[config.mk]
export PLATFORM = sky130hd
export DESIGN_NAME = asig_pad_arbiter_flat
export DESIGN_NICKNAME = d
export VERILOG_FILES = /design/src/rtl/asig_pad_arbiter_pkg.sv /design/src/rtl/asig_pad_arbiter_if.sv /design/src/rtl/asig_pad_arbiter_rr_pick.sv /design/src/rtl/asig_pad_arbiter.sv /design/src/flat_wrapper.sv
export SDC_FILE = /design/constraint.sdc
export NUM_CORES = 1
export LEC_CHECK = 0
export BUFFER_PORTS_ARGS = -buffer_cell sky130_fd_sc_hd__clkbuf_2
export CAP_MARGIN = 20
export CORE_MARGIN = 1
export CORE_UTILIZATION = 50
export DETAILED_ROUTE_END_ITERATION = 7
export GPL_ROUTABILITY_DRIVEN = 0
export PLACE_DENSITY_LB_ADDON = 0.15
export SLEW_MARGIN = 40
export SYNTH_ARGS = -nofsm -noshare
export SYNTH_HDL_FRONTEND = slang
export SYNTH_SLANG_ARGS = --single-unit
export TNS_END_PERCENT = 10
[constraint.sdc]
create_clock -name CLK -period 3 [get_ports CLK]
set_input_delay 0.9 -clock CLK [delete_from_list [all_inputs] [get_ports CLK]]
set_output_delay 0.9 -clock CLK [all_outputs]
set_load 0.01 [all_outputs]
[src/rtl/asig_pad_arbiter_pkg.sv]
// asig_arb_pkg: state type, counter sizing and default timing shared by the pad arbiter
package asig_arb_pkg;
  typedef enum logic [1:0] {IDLE, MAKE, GRANTED, BREAK} arb_state_t;
  localparam int DEF_BREAK_CYC  = 8;
  localparam int DEF_SETTLE_CYC = 16;
  function automatic int cnt_w(input int a, input int b, input int c);
    int m;
    m = (a > b) ? a : b;
    m = (m > c) ? m : c;
    return $clog2(m + 1);
  endfunction
endpackage

[src/rtl/asig_pad_arbiter_if.sv]
// asig_pad_arbiter_if: requester/pad-control bundle between the requesters and the pad arbiter
interface asig_pad_arbiter_if #(parameter int N_REQ = 4);
  logic                     pwr_good;
  logic [N_REQ-1:0]         req;
  logic [N_REQ-1:0]         gnt;
  logic [N_REQ-1:0]         sw_en;
  logic [N_REQ-1:0]         revoked;
  logic [$clog2(N_REQ)-1:0] owner;
  logic                     busy;
  modport master (output pwr_good, req, input gnt, sw_en, revoked, owner, busy);
  modport slave  (input pwr_good, req, output gnt, sw_en, revoked, owner, busy);
endinterface

[src/rtl/asig_pad_arbiter_rr_pick.sv]
// asig_rr_pick: combinational round-robin picker, first requester at or after ptr wins
module asig_rr_pick #(
  parameter int N = 4,
  localparam int IW = $clog2(N)
) (
  input  logic [N-1:0]  req,
  input  logic [IW-1:0] ptr,
  output logic [N-1:0]  win_oh,
  output logic [IW-1:0] win_idx,
  output logic          valid
);
  logic [IW:0] s;
  // scan from farthest to nearest so the nearest requester is the last write
  always_comb begin
    win_oh  = '0;
    win_idx = '0;
    valid   = 1'b0;
    s       = '0;
    for (int k = N - 1; k >= 0; k--) begin
      s = {1'b0, ptr} + (IW+1)'(k);
      s = (s >= (IW+1)'(N)) ? s - (IW+1)'(N) : s;
      if (req[s[IW-1:0]]) begin
        win_oh  = N'(1) << s[IW-1:0];
        win_idx = s[IW-1:0];
        valid   = 1'b1;
      end
    end
  end
endmodule

[src/rtl/asig_pad_arbiter.sv]
// asig_pad_arbiter: round-robin owner of a shared 5V analog pad with break-before-make
// switch sequencing, settle delay before grant and optional hold-time preemption
module asig_pad_arbiter
  import asig_arb_pkg::*;
#(
  parameter int N_REQ      = 4,
  parameter int BREAK_CYC  = DEF_BREAK_CYC,
  parameter int SETTLE_CYC = DEF_SETTLE_CYC,
  parameter int MAX_HOLD   = 0
) (
  input logic               CLK,
  input logic               RN,
  asig_pad_arbiter_if.slave bus
);
  localparam int IW = $clog2(N_REQ);
  localparam int CW = cnt_w(BREAK_CYC, SETTLE_CYC, MAX_HOLD);
  arb_state_t       state_q, state_d;
  logic [CW-1:0]    cnt_q, cnt_d, hold_q, hold_d, hold_inc;
  logic [N_REQ-1:0] gnt_q, gnt_d, sw_en_q, sw_en_d, revoked_q, revoked_d;
  logic [N_REQ-1:0] own_oh, pick_oh;
  logic [IW-1:0]    owner_q, owner_d, ptr, pick_idx;
  logic             busy_q, busy_d, pick_valid, to_brk;
  assign own_oh = N_REQ'(1) << owner_q;
  assign ptr    = (owner_q == IW'(N_REQ - 1)) ? '0 : owner_q + IW'(1);
  asig_rr_pick #(.N(N_REQ)) u_pick (
    .req     (bus.req),
    .ptr     (ptr),
    .win_oh  (pick_oh),
    .win_idx (pick_idx),
    .valid   (pick_valid)
  );
  // every path that opens the switch funnels through to_brk so the break timer always reloads
  always_comb begin
    state_d   = state_q;
    cnt_d     = cnt_q;
    hold_d    = hold_q;
    owner_d   = owner_q;
    gnt_d     = gnt_q;
    sw_en_d   = sw_en_q;
    revoked_d = '0;
    hold_inc  = hold_q + CW'(1);
    to_brk    = !bus.pwr_good;
    if (bus.pwr_good) begin
      case (state_q)
        IDLE: if (pick_valid) begin
          state_d = MAKE;
          cnt_d   = CW'(SETTLE_CYC);
          owner_d = pick_idx;
          sw_en_d = pick_oh;
        end
        MAKE: if (!bus.req[owner_q]) to_brk = 1'b1;
          else if (cnt_q == CW'(1)) begin
            state_d = GRANTED;
            gnt_d   = own_oh;
            hold_d  = '0;
          end else cnt_d = cnt_q - CW'(1);
        GRANTED: if (!bus.req[owner_q]) to_brk = 1'b1;
          else if (MAX_HOLD > 0 && |(bus.req & ~own_oh)) begin
            if (hold_inc == CW'(MAX_HOLD)) begin
              to_brk    = 1'b1;
              revoked_d = own_oh;
            end else hold_d = hold_inc;
          end else hold_d = '0;
        BREAK: if (cnt_q == CW'(1)) state_d = IDLE;
          else cnt_d = cnt_q - CW'(1);
        default: state_d = IDLE;
      endcase
    end
    if (to_brk) begin
      state_d = BREAK;
      cnt_d   = CW'(BREAK_CYC);
      gnt_d   = '0;
      sw_en_d = '0;
    end
    busy_d = state_d != IDLE;
  end
  always_ff @(posedge CLK or negedge RN)
    if (!RN) begin
      state_q   <= IDLE;
      cnt_q     <= '0;
      hold_q    <= '0;
      owner_q   <= '0;
      gnt_q     <= '0;
      sw_en_q   <= '0;
      revoked_q <= '0;
      busy_q    <= 1'b0;
    end else begin
      state_q   <= state_d;
      cnt_q     <= cnt_d;
      hold_q    <= hold_d;
      owner_q   <= owner_d;
      gnt_q     <= gnt_d;
      sw_en_q   <= sw_en_d;
      revoked_q <= revoked_d;
      busy_q    <= busy_d;
    end
  assign bus.gnt     = gnt_q;
  assign bus.sw_en   = sw_en_q;
  assign bus.revoked = revoked_q;
  assign bus.owner   = owner_q;
  assign bus.busy    = busy_q;
endmodule
[src/flat_wrapper.sv]
// flat-port wrapper written by rule: the top's interface ports become plain ports
module asig_pad_arbiter_flat import asig_arb_pkg::*;
#(
  parameter int N_REQ      = 4,
  parameter int BREAK_CYC  = DEF_BREAK_CYC,
  parameter int SETTLE_CYC = DEF_SETTLE_CYC,
  parameter int MAX_HOLD   = 0
)
  (CLK, RN, bus_pwr_good, bus_req, bus_gnt, bus_sw_en, bus_revoked, bus_owner, bus_busy);
  asig_pad_arbiter_if #(.N_REQ(N_REQ)) bus_i ();
  input logic CLK;
  input logic RN;
  input wire logic [$bits(bus_i.pwr_good)-1:0] bus_pwr_good;
  input wire logic [$bits(bus_i.req)-1:0] bus_req;
  output wire logic [$bits(bus_i.gnt)-1:0] bus_gnt;
  output wire logic [$bits(bus_i.sw_en)-1:0] bus_sw_en;
  output wire logic [$bits(bus_i.revoked)-1:0] bus_revoked;
  output wire logic [$bits(bus_i.owner)-1:0] bus_owner;
  output wire logic [$bits(bus_i.busy)-1:0] bus_busy;
  assign bus_i.pwr_good = bus_pwr_good;
  assign bus_i.req = bus_req;
  assign bus_gnt = bus_i.gnt;
  assign bus_sw_en = bus_i.sw_en;
  assign bus_revoked = bus_i.revoked;
  assign bus_owner = bus_i.owner;
  assign bus_busy = bus_i.busy;
  asig_pad_arbiter #(.N_REQ(N_REQ), .BREAK_CYC(BREAK_CYC), .SETTLE_CYC(SETTLE_CYC), .MAX_HOLD(MAX_HOLD)) u_core (.CLK(CLK), .RN(RN), .bus(bus_i));
endmodule
==> results.yml <==
run_status:
  status: "completed"
cells_and_area:
  fin_cells: 227
  layout.nets: 206
  num-fill-cells: 283
  drive_above_1_share: 0.180
  area.growth.synth_to_final_pct: 7.32
  diodes: 0
sta:
  grt_setup_unrepaired: "false"
  final_max_slew_viol_count: 0
  fin_crit_sh: 0.872
  final.setup.tns_ns: 0
  skew_ns: 0.00181
  setup_viol: 0
  worst_slew_pin_slew_ns: 0.619
  min_period_ns: 2.62
  fmax_mhz: 382
  maxSlewHeadroom: 0.575
  finalHoldViolCount: 0
global_routing:
  grt_util_all_layers: 0.217
  first_global_vias: 1239
  grt_max_degree: 19
  grt_pass1_wl_mm: 5.77
  antenna_found_initial: 0
  grt_overflow_total: 0
setup_path:
  endpoint: "u_core.bus.sw_en[2]$_DFFE_PN0P_"
  critPathLaunchType: "flop"
  path_delay_family: "simple AND/OR/NAND/NOR gates"
  required_ns: 3.22
  cp_data_arrival_time_ns: 2.83
  path_class: "reg2reg"
  worst_path_max_delay_cell: "dfrtp_1"
  crit_top_cell: "nor2_1"
  cp_slowest_stage_delay_ns: 0.51
  cp_num_buf_inv: 1
  ff2ff_setup_slack_ns: 0.38
  path_cells: "inv_1, ha_1, nor2_1, mux2i_1, nor2_1, or4_1, a31oi_1"
  ff2ff_path_depth: 7
  r2r-end: "u_core.bus.sw_en[2]$_DFFE_PN0P_"
  cp_max_fo: 9
  regToRegStartpoint: "u_core.bus.owner[0]$_DFFE_PN0P_"
  worstSetupEndpointType: "flop"
  path_depth: 7
  crit_start: "u_core.bus.owner[0]$_DFFE_PN0P_"
placement:
  io_buffers: 17
  numPlacedInstances: 224
  hpwl_mm: 2.54
detailed_routing:
  ant_nets: 0
  vias_per_cell: 6.01
  drt_drc_violations_left: 0
  vias: 1364
  wl_mm: 3.32
  routedWlPerCell_um: 14.6
  first_iter_violations: 78
  first_pass_iters: 4
die:
  start_util: 0.525
  die_h_um: 58.4
  die_w_um: 58.4
  core-area_sq_mm: 0.00303
  rows: 20
  ioPinCount: 22
  die-area_sq_mm: 0.00341
clock_network:
  tritoncts: "done"
  clock_path_buffers: 2
  clk_latency_ns: 0.29
  ctsHoldBuffers: 0
  cts_buffers: 3
  post_cts_buffers: 0
  cts_root_buf: "clkbuf_4"
  cts_sinks: 18
  cts_resized: 0
  path_clk_slew_ns: 0.10
  htree_levels: 1
synth:
  synth_area_sq_mm: 0.00159
  yosysMostFrequentCell: "dfrtp_1"
  ys_warn_count: 0
  ys_seq_elements: 18
  syn-instance-count: 166
  ys_seq_area_frac: 0.283
  synth_top_cell_by_area: "dfrtp_1"
  async_flop_share: 1.00
  ys.flop_type: "dfrtp_1"
  netlist.area_leader.share: 0.283
  synth_cell_type_count: 51
  netlist_top_cells_area: "dfrtp_1, ha_1, mux2i_1, mux4_2, inv_1"
  synth_area_per_cell_sq_um: 9.58
  synth_edf_count: 0
  synthTopCellsByCount: "dfrtp_1, ha_1, inv_1, nor2_1, nand2_1"
worst_hold_path:
  hold_depth: 1
  hold_path_class: "reg2reg"
job:
  max_cap_violations: 0
power_and_ir_drop:
  ir_drop_uv: 599
  p_leak_nw: 0.776
  p_per_area_mw_per_mm2: 950
-- metal layers --
layer  routed length, um  part of all wire  GRT usage  vias to the layer above
met5                   0                 0          0                        -
li1                    -                 -          -                      668
met1                1500              0.45      0.296                      664
met2                1650              0.50      0.358                       25
met3                  99             0.030     0.0198                        7
met4                  69             0.021     0.0850                        0
-- registers in the layout, indices dropped and copies added, names as in the netlist --
name              flops
u_core.bus.busy       1
u_core.bus.gnt        4
u_core.bus.owner      2
u_core.bus.sw_en      4
u_core.cnt_q          5
u_core.state_q        2
-- how the worst min path moves through the flow --
stage,from,endpoint,slack (ns)
finish,u_core.cnt_q[4]$_DFFE_PN0P_,u_core.cnt_q[4]$_DFFE_PN0P_,0.50
global route,u_core.bus.gnt[0]$_DFFE_PN0P_,u_core.bus.gnt[0]$_DFFE_PN0P_,0.54
CTS,u_core.cnt_q[4]$_DFFE_PN0P_,u_core.cnt_q[4]$_DFFE_PN0P_,0.50
detailed placement,u_core.bus.gnt[2]$_DFFE_PN0P_,u_core.bus.gnt[2]$_DFFE_PN0P_,0.48
global placement,u_core.bus.gnt[2]$_DFFE_PN0P_,u_core.bus.gnt[2]$_DFFE_PN0P_,0.48
floorplan,u_core.cnt_q[4]$_DFFE_PN0P_,u_core.cnt_q[4]$_DFFE_PN0P_,0.46
-- cell type report --
type | instances | area [sq um] | area share
tap | 44 | 55.1 | 0.0323
sequential | 18 | 450 | 0.264
inverter | 12 | 45.0 | 0.0264
clock buffer | 3 | 22.5 | 0.0132
timing repair buffer | 20 | 108 | 0.0630
multi-input combinational | 130 | 1030 | 0.601
-- stage by stage --
stage / cell area (sq um) / worst slack [ns] / hold slack (ns) / total power, mW / util
floorplan: 1600 / 0.499 / 0.462 / 1.30 / -
global placement: 1680 / 0.476 / 0.478 / 1.47 / 0.556
detailed placement: 1680 / 0.427 / 0.484 / 1.49 / 0.556
CTS: 1710 / 0.417 / 0.505 / 1.62 / 0.564
global route: 1710 / 0.198 / 0.536 / 1.78 / 0.564
finish: 1710 / 0.383 / 0.495 / 1.62 / 0.564
-- power breakdown --
part	leakage, nW	switching (mW)	internal (mW)
combinational	0.533	0.643	0.467
sequential	0.229	0.0826	0.310
clock	0.0138	0.0717	0.0467
-- cell usage in the layout, fill, tap and decap left out, types with 4 or more instances in the layout --
cell type  instances
dfrtp_1           18
a32o_1             4
clkbuf_2          17
a31oi_1            5
nand2_1            9
nor2_1            12
inv_1             12
conb_1             4
or4_1              6
a21oi_1            6
ha_1              14
mux2i_1            8
-- cells by family after synthesis --
family	count (synthesis)	share of synthesized area
and+or+nand+nor	53	0.185
AOI/OAI and AO/OA	45	0.220
buffers and inverters	21	0.0787
DFF	18	0.283
muxes	14	0.120
adders and majority gates	14	0.110
other	1	0.00236
-- worst register-to-register path, cell delays in order, from the launching register on --
cell,delay [ns]
dfrtp_1,0.51
inv_1,0.17
ha_1,0.31
nor2_1,0.42
mux2i_1,0.40
nor2_1,0.06
or4_1,0.48
a31oi_1,0.18
No activity file was read; power rests on OpenSTA's default activity.
